--- config.mk ---
export PLATFORM = sky130hd
export DESIGN_NAME = perf_ctrl_host
export DESIGN_NICKNAME = d
export VERILOG_FILES = /design/src/rtl/perf_ctrl_host.sv
export SDC_FILE = /design/constraint.sdc
export NUM_CORES = 1
export LEC_CHECK = 0
export ABC_AREA = 1
export CORE_UTILIZATION = 58
export CTS_BUF_LIST = sky130_fd_sc_hd__clkbuf_8
export CTS_CLUSTER_SIZE = 12
export DETAILED_ROUTE_END_ITERATION = 12
export PLACE_DENSITY = 0.95
export SYNTH_ARGS = -nofsm -noshare
export SYNTH_HDL_FRONTEND = slang
export SYNTH_SLANG_ARGS = --single-unit
--- constraint.sdc ---
create_clock -name clk_i -period 12.3 [get_ports clk_i]
set_clock_uncertainty 0.2 [all_clocks]
set_input_delay 2.46 -clock clk_i [delete_from_list [all_inputs] [get_ports clk_i]]
set_output_delay 2.46 -clock clk_i [all_outputs]
set_load 0.02 [all_outputs]
--- src/rtl/perf_ctrl_host.sv ---
// perf_ctrl_host: command front-end for the cycle counter; issues control writes and tear-free hi-lo-hi 64-bit snapshots.
module perf_ctrl_host #(
   parameter int         MAX_RETRY = 2,
   parameter logic [3:0] ADDR_HI   = 4'h0,
   parameter logic [3:0] ADDR_LO   = 4'h4
) (
   input  logic        clk_i,
   input  logic        rst_i,
   input  logic        cmd_valid_i,
   input  logic [1:0]  cmd_op_i,
   output logic        cmd_ready_o,
   output logic        snap_valid_o,
   output logic [63:0] snap_data_o,
   output logic        snap_err_o,
   output logic        running_o,
   output logic [3:0]  pc_addr_o,
   output logic [2:0]  pc_wdata_o,
   output logic        pc_w_en_o,
   input  logic [31:0] pc_rdata_i
);
   localparam int RW = $clog2(MAX_RETRY + 2);
   typedef enum logic [2:0] {IDLE, WR, HI1, LO, HI2, CHK, DONE} state_t;
   state_t        state_q, state_d;
   logic [2:0]    wdata_q, wdata_d;
   logic [RW-1:0] retry_q, retry_d;
   logic [31:0]   hi1_q, hi1_d, lo_q, lo_d;
   logic [63:0]   snap_q, snap_d;
   logic          err_q, err_d, running_q, running_d;
   always_ff @(posedge clk_i or posedge rst_i) begin
      if (rst_i) begin
         state_q   <= IDLE;
         wdata_q   <= '0;
         retry_q   <= '0;
         hi1_q     <= '0;
         lo_q      <= '0;
         snap_q    <= '0;
         err_q     <= 1'b0;
         running_q <= 1'b0;
      end else begin
         state_q   <= state_d;
         wdata_q   <= wdata_d;
         retry_q   <= retry_d;
         hi1_q     <= hi1_d;
         lo_q      <= lo_d;
         snap_q    <= snap_d;
         err_q     <= err_d;
         running_q <= running_d;
      end
   end
   always_comb begin
      state_d   = state_q;
      wdata_d   = wdata_q;
      retry_d   = retry_q;
      hi1_d     = hi1_q;
      lo_d      = lo_q;
      snap_d    = snap_q;
      err_d     = err_q;
      running_d = running_q;
      case (state_q)
         IDLE: if (cmd_valid_i) begin
            state_d = (cmd_op_i == 2'd3) ? HI1 : WR;
            wdata_d = {1'b0, cmd_op_i};
            retry_d = '0;
         end
         WR: begin
            running_d = (wdata_q == 3'd1);
            state_d   = IDLE;
         end
         HI1: state_d = LO;
         LO: begin
            hi1_d   = pc_rdata_i;
            state_d = HI2;
         end
         HI2: begin
            lo_d    = pc_rdata_i;
            state_d = CHK;
         end
         // pc_rdata_i now carries the second hi read; a differing hi word means lo wrapped in between
         CHK: begin
            if (hi1_q == pc_rdata_i) begin
               snap_d  = {hi1_q, lo_q};
               err_d   = 1'b0;
               state_d = DONE;
            end else if (retry_q != RW'(MAX_RETRY)) begin
               retry_d = retry_q + RW'(1);
               state_d = HI1;
            end else begin
               snap_d  = {pc_rdata_i, 32'h0};
               err_d   = 1'b1;
               state_d = DONE;
            end
         end
         DONE: state_d = IDLE;
         default: state_d = IDLE;
      endcase
   end
   assign cmd_ready_o  = (state_q == IDLE);
   assign snap_valid_o = (state_q == DONE);
   assign snap_data_o  = snap_q;
   assign snap_err_o   = err_q;
   assign running_o    = running_q;
   assign pc_addr_o    = (state_q == LO) ? ADDR_LO : ADDR_HI;
   assign pc_wdata_o   = (state_q == WR) ? wdata_q : 3'd0;
   assign pc_w_en_o    = (state_q == WR);
endmodule

; After elaboration in Yosys (flattened, before gate mapping)
; Cells that the tools add are included.
[totals]
reg_bits = 137
elab_cells = 43
out_inout_bits = 76
input_bits = 37
[op_classes]
mux = 15
eq_ne = 14
add_sub_neg = 1
reduce_logical = 5
[op_table]
columns = operator, count
row1 = $mux 64, 2
row2 = $eq 32x32->1, 1
row3 = $pmux 3 s5, 1
row4 = $mux 3, 4
row5 = $mux 2, 5
row6 = $ne 2x2->1 const B, 5
row7 = $eq 3x3->1 const B, 3
row8 = $eq 3x2->1 const B, 2
row9 = $pmux 2 s2, 1
row10 = $reduce_and 2->1, 2
row11 = $reduce_and 4->1, 1
row12 = $eq 3x1->1 const B, 1
row13 = $logic_not 3->1, 1
row14 = $add 2x1->2 const B, 1
row15 = $eq 2x1->1 const B, 1
row16 = $eq 2x2->1 const B, 1
row17 = $mux 1, 2
row18 = $reduce_bool 2->1, 1

; Logic depth before layout (Yosys ltp)
; Gate-level depths: netlist of the first run.
[logic_depth]
ltp_word = 4
depth_mapped = 14
mapped_depth_nobuf = 12

; Least setup slack after synthesis of the first run
; OpenSTA, ideal clock, no wires.
[synth_path]
path_type = register to output
start = register state_q[1]
end = output port pc_wdata_o[0]
path_stages_with_launch = 4
arrival_time_ps = 1489
setup_slack_ps = 8151
path_buffers = 0
required_ps = 9640
path_cell_list = dfrtp_1 > nor3_1 > inv_1 > nor2_1
[synth_between]
elab_chain_cells = 2
[synth_rtl]
columns = item, line_no
row1 = "start, declared", 23  ; state_t state_q, state_d;
row2 = "start signal, assigned", 40  ; state_q <= state_d;
row3 = $eq 3x1->1, -
row4 = via pc_w_en_o, 18  ; output logic pc_w_en_o,
row5 = $mux 2, 103  ; assign pc_wdata_o = (state_q == WR) ? wdata_q : 3'd0;
row6 = "end, declared", 17  ; output logic [2:0] pc_wdata_o,
; The timed path passes the listed nets, and every way through them passes these cells.

; Worst setup path after layout of the first run
[layout_path]
start = input port pc_rdata_i[3]
end = register snap_q[2], in the netlist snap_data_o[2]
[layout_between]
elab_chain_cells = 3
elab_cells_between_ends = 4
classes_between = eq/ne: 2 / mux: 1 / reduce/logical: 1
[layout_rtl]
columns = item, line_no
row1 = "start, declared", 19  ; input logic [31:0] pc_rdata_i
row2 = $eq 32x32->1 (*), 80  ; if (hi1_q == pc_rdata_i) begin
row3 = $ne 2x2->1 (no line), -
row4 = $reduce_and 2->1 (no line), -
row5 = "end signal, assigned", 45  ; snap_q <= snap_d;
row6 = "end, declared", 27  ; logic [63:0] snap_q, snap_d;
; Every way passes the cells marked *; elsewhere a longest branch is shown, timed or not.
; A chain may end at the register's enable or synchronous reset.

==> insert_results.sql, run 1 <==
INSERT INTO impl_metrics (metric_group, metric, value, unit) VALUES
('timing', 'rsz0062_at_grt', 'false', ''),
('die', 'core_region_area', '9415', 'um2'),
('clocking', 'path_clk_slew', '80', 'ps'),
('yosys', 'synth_area_leaders', 'dfrtp_1, nand2_1, o21ai_0, inv_1, xnor2_1', ''),
('setup_path', 'timing.critical_path.from_type', 'primary input', ''),
('timing', 'timing.slew.headroom', '0.2079', ''),
('power', 'seq_power_share', '0.447', ''),
('yosys', 'ys.warnings.count', '0', ''),
('die', 'chipHeight', '101.5', 'um'),
('status', 'run_status', 'finished, final reports clean', ''),
('timing', 'timing_worst_slew_pin_value', '1187', 'ps'),
('layout', 'num_antenna_cells', '0', ''),
('timing', 'timing.setup.tns', '0', 'ps'),
('power', 'internal_power', '1009', 'uW'),
('setup_path', 'worst-endpoint-required', '12420', 'ps'),
('clocking', 'hold_fix_buffers_cts', '0', ''),
('worst_hold_path', 'timing.hold.worst.class', 'reg2reg', ''),
('power', 'power.share.switching', '0.3535', ''),
('layout', 'area_growth', '26.40', '%'),
('global_route', 'grt_max_degree', '74', ''),
('power', 'pwr-share-clk', '0.246', ''),
('die', 'die_width', '101.5', 'um'),
('clocking', 'htreeDepth', '4', ''),
('yosys', 'post-synth-top-area-cell', 'dfrtp_1', ''),
('route', 'via_per_inst', '5.228', ''),
('global_route', 'grt_pass1_vias', '4815', ''),
('die', 'num_io_pins', '113', ''),
('global_route', 'grt_usage', '0.2925', ''),
('setup_path', 'worst_ep_arrival_time', '5390', 'ps'),
('yosys', 'seq_area_frac_synth', '0.5968', ''),
('route', 'routedWlPerCell', '15.14', 'um'),
('power', 'worst_ir_drop_vdd', '0.1010', 'mV'),
('run', 'maxCapViolCount', '0', ''),
('setup_path', 'timing.critical_path.fanout_max', '65', ''),
('global_route', 'grt_antenna_before_repair', '0', ''),
('global_route', 'grt_first_pass_wirelength', '22.69', 'mm'),
('power', 'pwr-share-comb', '0.307', ''),
('clocking', 'cts-resized-gates', '0', ''),
('timing', 'whs', '276.5', 'ps'),
('die', 'rows', '35', ''),
('setup_path', 'worst-setup-path-type', 'in2reg', ''),
('timing', 'period_share', '0.4283', ''),
('timing', 'final_hold_viol_count', '0', ''),
('timing', 'post-route-worst-setup-slack', '7032', 'ps'),
('route', 'drtIter0Drc', '318', ''),
('route', 'sum_of_routed_wire_length_over_all_layers', '13.85', 'mm'),
('layout', 'layout.area.seq', '3428', 'um2'),
('clocking', 'cts_setup_buffers', '0', ''),
('placement', 'total_of_buffers_placed_on_input_and_output_ports', '108', ''),
('yosys', 'postSynthRegisterBits', '137', ''),
('route', 'ant_nets', '0', ''),
('die', 'area_of_the_die', '10310', 'um2'),
('yosys', 'syn_area_per_cell', '8.561', 'um2'),
('clocking', 'cts_tree', 'done', ''),
('clocking', 'clockBufferDepth', '2', ''),
('layout', 'nNetsFinal', '811', ''),
('power', 'cellPowerDensity', '214.9', 'nW/um2'),
('clocking', 'cts_buffers', '17', ''),
('yosys', 'syn_area', '5744', 'um2'),
('timing', 'setup_viol_count_final', '0', ''),
('route', 'drt-pass1-iter-count', '5', ''),
('setup_path', 'setup.reg_to_reg.worst_slack', '9180', 'ps'),
('route', 'remaining_drc_errors', '0', ''),
('timing', 'timing.final.crit_period', '5268', 'ps'),
('layout', 'nFillCells', '602', ''),
('placement', 'place.detailed.hpwl', '9.020', 'mm'),
('yosys', 'synth.lib_cells_used.distinct', '23', ''),
('clocking', 'cts.sinks', '137', ''),
('yosys', 'synthDominantCellAreaShare', '0.5968', ''),
('global_route', 'grt_overflow', '0', ''),
('layout', 'area_used_by_multi_input_combinational_logic', '1921', 'um2'),
('power', 'p_leak', '0.003691', 'uW'),
('yosys', 'synthCells', '671', ''),
('setup_path', 'crit_path_end_kind', 'register', ''),
('layout', 'post_route_cells_drive_above_1_share', '0.05471', ''),
('power', 'switching_power', '551.6', 'uW'),
('clocking', 'clk-insertion-delay-late', '430', 'ps'),
('timing', 'slew_viol_final', '0', ''),
('placement', 'routabilityCongestion', '0.8404', ''),
('die', 'initial_core_utilization', '0.6101', ''),
('timing', 'max_freq', '189.8', 'MHz'),
('clocking', 'cts.root.buffer_cell', 'clkbuf_8', ''),
('route', 'vias', '4784', ''),
('placement', 'placement.setup.worst_slack', '6672', 'ps');
==> synth_stat cells <==
cell,count
a21oi_1,2
a22o_1,1
buf_1,1
buf_2,6
buf_4,4
buf_6,6
clkbuf_1,13
conb_1,1
dfrtp_1,137
ha_1,1
inv_1,57
inv_2,4
nand2_1,321
nand2_2,1
nand3_1,2
nand3_2,1
nand4_1,2
nor2_1,17
nor3_1,1
nor3_4,1
o21ai_0,70
o221ai_1,1
xnor2_1,21
==> area by class of cell <==
class                           count  area share
Multi-Input combinational cell    446      0.2645
Timing Repair Buffer              110      0.1510
Inverter                           61     0.03222
Tap cell                          129     0.02223
Clock inverter                     14     0.02378
Sequential cell                   137      0.4722
Clock buffer                       18     0.03412
==> through the flow <==
stage               cells  instance area, um2  power [uW]    util
CTS                   915                7261        1564  0.7712
detailed placement    883                6840        1171  0.7265
global route          915                7261        1654  0.7712
global placement      883                6840        1134  0.7265
floorplan             674                5756       981.9       -
finish                915                7261        1560  0.7712
==> layout by cell type (no fill, tap or decap) <==
master	n
nand3_2	1
clkinvlp_4	5
clkinv_4	2
dfrtp_1	137
a22o_1	1
nor3_1	1
nand2_1	320
bufinv_16	3
ha_1	1
nand2_2	2
inv_1	56
o21ai_0	70
xnor2_1	21
a21oi_1	2
conb_1	4
nor2_1	17
inv_2	4
nor3_4	1
clkbuf_8	18
o221ai_1	1
inv_6	3
buf_4	2
nand4_1	2
clkdlybuf4s50_1	108
clkinv_2	2
nand3_1	2
==> power by group through the flow <==
stage,combinational (uW),sequential (uW),clock [uW]
finish,479,697,385
global route,533,712,408
CTS,480,696,388
detailed placement,471,700,0
global placement,442,691,0
floorplan,257,725,0
==> cells by family after synthesis <==
group / share of synthesized area
other: 0.0006528
adder cells (fa/ha/maj): 0.002178
flip-flops: 0.5968
buffers and inverters: 0.07123
AND/OR/NAND/NOR: 0.2313
XOR/XNOR: 0.03202
AO/OA/AOI/OAI: 0.06578
==> sequential cells by signal, indices dropped and copies added (netlist names) <==
register,cells
hi1_q,32
lo_q,32
retry_q,2
running_o,1
snap_data_o,64
snap_err_o,1
state_q,3
wdata_q,2
==> routing by layer <==
layer	routed length [um]	global-route usage
met1	5467	0.3651
met2	7177	0.4880
met3	867	0.05935
met4	337	0.1460
met5	0	0
==> worst max-delay path, stage by stage <==
cell and delay [ps]:
clkdlybuf4s50_1 480, xnor2_1 300, nand2_1 90, nor2_1 90, nand2_1 70, nor2_1 170
nand3_2 160, nand2_2 590, inv_2 640, nand2_1 240, nand2_1 70
==> path summary, 6_finish.rpt <==
kind,from,cells past startpoint,to
setup / recovery,pc_rdata_i[3],11,snap_data_o[2]$_DFFE_PP0P_
min in group asynchronous,rst_i,2,snap_data_o[30]$_DFFE_PP0P_
setup reg to reg,hi1_q[8]$_DFFE_PP0P_,10,snap_data_o[2]$_DFFE_PP0P_
hold reg to reg,snap_data_o[41]$_DFFE_PP0P_,2,snap_data_o[41]$_DFFE_PP0P_
max in group asynchronous,rst_i,3,hi1_q[4]$_DFFE_PP0P_
hold / removal,snap_data_o[41]$_DFFE_PP0P_,2,snap_data_o[41]$_DFFE_PP0P_
Note: power is estimated with default switching activity, not from simulation.
==> run 2: changes to the inputs <==
--- a/config.mk
+++ b/config.mk
@@ -6,11 +6,11 @@
 export NUM_CORES = 1
 export LEC_CHECK = 0
 export ABC_AREA = 1
-export CORE_UTILIZATION = 58
+export CORE_UTILIZATION = 53
 export CTS_BUF_LIST = sky130_fd_sc_hd__clkbuf_8
 export CTS_CLUSTER_SIZE = 12
 export DETAILED_ROUTE_END_ITERATION = 12
-export PLACE_DENSITY = 0.95
+export PLACE_DENSITY = 0.91
 export SYNTH_ARGS = -nofsm -noshare
 export SYNTH_HDL_FRONTEND = slang
 export SYNTH_SLANG_ARGS = --single-unit
==> constraint.sdc (replaced) <==
create_clock -name clk_i -period 5.5 [get_ports clk_i]
set_clock_uncertainty 0.2 [all_clocks]
set_input_delay 1.1 -clock clk_i [delete_from_list [all_inputs] [get_ports clk_i]]
set_output_delay 1.1 -clock clk_i [all_outputs]
set_load 0.02 [all_outputs]
==> run 2 against run 1 <==
- global-route usage shrank 3.9 points
- non-clock buffer count rose by 1
- via count down 1.9%
- core utilization fell by 7.1 points
- sequential share of layout area is 0.19 points lower
- critical path depth is 6 lower
- cell count is 0.77% higher
- die area up 9.2%
- final area increased by 0.41%
- clock-buffer cell count rose by 1
==> insert_results.sql, run 2 (synthesized netlist as in run 1, its figures left out) <==
INSERT INTO impl_metrics (metric_group, metric, value, unit) VALUES
('setup_path', 'path_buf_inv', '3', ''),
('layout', 'nFillCells', '761', ''),
('setup_path', 'critical_path.endpoint', 'pc_addr_o[2]', ''),
('timing', 'timing.setup.tns', '0', 'ps'),
('route', 'via_per_inst', '5.090', ''),
('die', 'initial_core_utilization', '0.5515', ''),
('layout', 'largest_reg_flops', '64', ''),
('layout', 'area_used_by_multi_input_combinational_logic', '1921', 'um2'),
('setup_path', 'worst-endpoint-required', '4200', 'ps'),
('layout', 'area_growth', '26.92', '%'),
('route', 'drtIter0Drc', '283', ''),
('run', 'maxCapViolCount', '0', ''),
('timing', 'timing_worst_slew_pin_value', '1196', 'ps'),
('global_route', 'grt_pass1_vias', '4661', ''),
('setup_path', 'worst_reg2reg_path_length_in_cells', '9', ''),
('setup_path', 'slowest_stage', 'clkdlybuf4s50_1', ''),
('global_route', 'grt_first_pass_wirelength', '22.20', 'mm'),
('timing', 'timing.final.crit_period', '3434', 'ps'),
('die', 'rows', '37', ''),
('clocking', 'cts_setup_buffers', '0', ''),
('power', 'total_power', '3521', 'uW'),
('setup_path', 'worst_ep_arrival_time', '2130', 'ps'),
('die', 'num_io_pins', '113', ''),
('clocking', 'cts_buffers', '17', ''),
('layout', 'layout.area.seq', '3428', 'um2'),
('placement', 'place.detailed.hpwl', '8.817', 'mm'),
('setup_path', 'crit_path_end_kind', 'primary output', ''),
('layout', 'post_route_cells_drive_above_1_share', '0.05344', ''),
('power', 'p_leak', '0.003722', 'uW'),
('global_route', 'grt_overflow', '0', ''),
('clocking', 'hold_fix_buffers_cts', '0', ''),
('layout', 'num_antenna_cells', '0', ''),
('route', 'drt-pass1-iter-count', '5', ''),
('route', 'remaining_drc_errors', '0', ''),
('timing', 'period_share', '0.6244', ''),
('power', 'cellPowerDensity', '482.9', 'nW/um2'),
('placement', 'total_of_buffers_placed_on_input_and_output_ports', '108', ''),
('layout', 'nNetsFinal', '812', ''),
('route', 'routedWlPerCell', '14.56', 'um'),
('setup_path', 'worst-setup-path-type', 'reg2out', ''),
('setup_path', 'critical_path_depth', '5', ''),
('global_route', 'grt_antenna_before_repair', '0', ''),
('setup_path', 'sequence_of_cells_on_the_critical_path', 'inv_1 > nand2_1 > nor2_1 > buf_4 > clkdlybuf4s50_1', ''),
('setup_path', 'setup.reg_to_reg.worst_slack', '2940', 'ps'),
('timing', 'final_hold_viol_count', '0', ''),
('route', 'sum_of_routed_wire_length_over_all_layers', '13.43', 'mm'),
('global_route', 'grt_max_degree', '120', ''),
('clocking', 'cts.root.buffer_cell', 'clkbuf_8', ''),
('layout', 'layout_commonest_cell', 'nand2_1', ''),
('timing', 'setup_viol_count_final', '0', ''),
('status', 'run_status', 'finished, final reports clean', ''),
('clocking', 'path_clk_slew', '80', 'ps'),
('timing', 'max_freq', '291.2', 'MHz'),
('setup_path', 'timing.critical_path.from_type', 'register', ''),
('clocking', 'cts_tree', 'done', ''),
('die', 'core_region_area', '10420', 'um2'),
('setup_path', 'worstReg2RegStart', 'hi1_q[3]$_DFFE_PP0P_', ''),
('route', 'vias', '4693', ''),
('setup_path', 'rr_endpoint', 'snap_data_o[0]$_DFFE_PP0P_', ''),
('timing', 'slew_viol_final', '0', ''),
('setup_path', 'cp_top_family', 'buffers and inverters', ''),
('die', 'area_of_the_die', '11260', 'um2'),
('die', 'die_width', '106.1', 'um'),
('global_route', 'grt_usage', '0.2538', ''),
('clocking', 'clockBufferDepth', '2', ''),
('clocking', 'cts-resized-gates', '0', ''),
('timing', 'rsz0062_at_grt', 'false', ''),
('route', 'ant_nets', '0', ''),
('layout', 'layout_common_cells', 'nand2_1, dfrtp_1, clkdlybuf4s50_1, o21ai_0, inv_1', ''),
('die', 'chipHeight', '106.1', 'um'),
('setup_path', 'setup.worst_path.start', 'state_q[2]$_DFFE_PP0P_', ''),
('timing', 'timing.slew.headroom', '0.2020', ''),
('clocking', 'clk-insertion-delay-late', '430', 'ps'),
('placement', 'routabilityCongestion', '0.8100', ''),
('setup_path', 'timing.critical_path.fanout_max', '24', ''),
('worst_hold_path', 'timing.hold.worst.class', 'reg2reg', ''),
('setup_path', 'critical-path-max-stage-delay', '660', 'ps'),
('power', 'worst_ir_drop_vdd', '0.2449', 'mV'),
('clocking', 'cts.sinks', '137', ''),
('clocking', 'htreeDepth', '4', '');
-- run 2: cell types whose count changed in the layout (fill, tap and decap cells not counted), sizes merged --
cell / before / now
inv: 63 / 64
clkinvlp: 5 / 1
clkbuf: 18 / 19
bufinv: 3 / 4
buf: 2 / 3
-- run 2: worst min-delay path by stage --
stage / from / to / cells after the start
final: snap_data_o[40]$_DFFE_PP0P_ / snap_data_o[40]$_DFFE_PP0P_ / 2
after global routing: snap_data_o[40]$_DFFE_PP0P_ / snap_data_o[40]$_DFFE_PP0P_ / 2
after CTS: snap_data_o[0]$_DFFE_PP0P_ / snap_data_o[0]$_DFFE_PP0P_ / 2
after detailed placement: snap_data_o[53]$_DFFE_PP0P_ / snap_data_o[53]$_DFFE_PP0P_ / 2
after global placement: snap_data_o[37]$_DFFE_PP0P_ / snap_data_o[37]$_DFFE_PP0P_ / 2
after floorplan: retry_q[0]$_DFFE_PP0P_ / retry_q[0]$_DFFE_PP0P_ / 2
-- run 2: per-layer routing --
metal / track usage / up-vias / wire (um)
li1: - / 2243 / -
met1: 0.3342 / 2255 / 5665
met2: 0.4253 / 176 / 6756
met3: 0.04537 / 19 / 831
met4: 0.08631 / 0 / 174
met5: 0 / - / 0
-- run 2: cell type report --
type | instances | area share
sequential | 137 | 0.4702
multi-input combinational | 446 | 0.2634
timing repair buffer | 111 | 0.1514
clock buffer | 19 | 0.03587
inverter | 61 | 0.03209
clock inverter | 12 | 0.02368
tap | 136 | 0.02334
-- run 2: where the power goes --
| part | switching (uW) | leakage [uW] | total (uW) | internal [uW] |
|---|---|---|---|---|
| logic | 625 | 0.00178 | 1070 | 445 |
| registers | 205 | 0.00172 | 1550 | 1350 |
| clock network | 380 | 0.000224 | 896 | 516 |
-- run 2: metrics by stage --
step	instances	instance area [um2]	util	setup WS [ps]	hold WS (ps)
3_5_place_dp	891	6857	0.6583	1718	258.4
5_1_grt	922	7291	0.6999	1954	287.7
2_1_floorplan	674	5756	-	532.2	241.9
3_3_place_gp	891	6857	0.6583	1833	252.6
4_1_cts	922	7291	0.6999	2054	277.2
6_report	922	7291	0.6999	2066	272.4
-- run 2: worst reg2reg max path, cell delays in order (launching register included) --
cell and delay (ps):
dfrtp_1 400, xnor2_1 240, nand2_1 80, nor2_1 90
nand2_1 80, nor2_1 170, nand3_2 150, inv_1 810
nand2_1 170, nand2_1 120
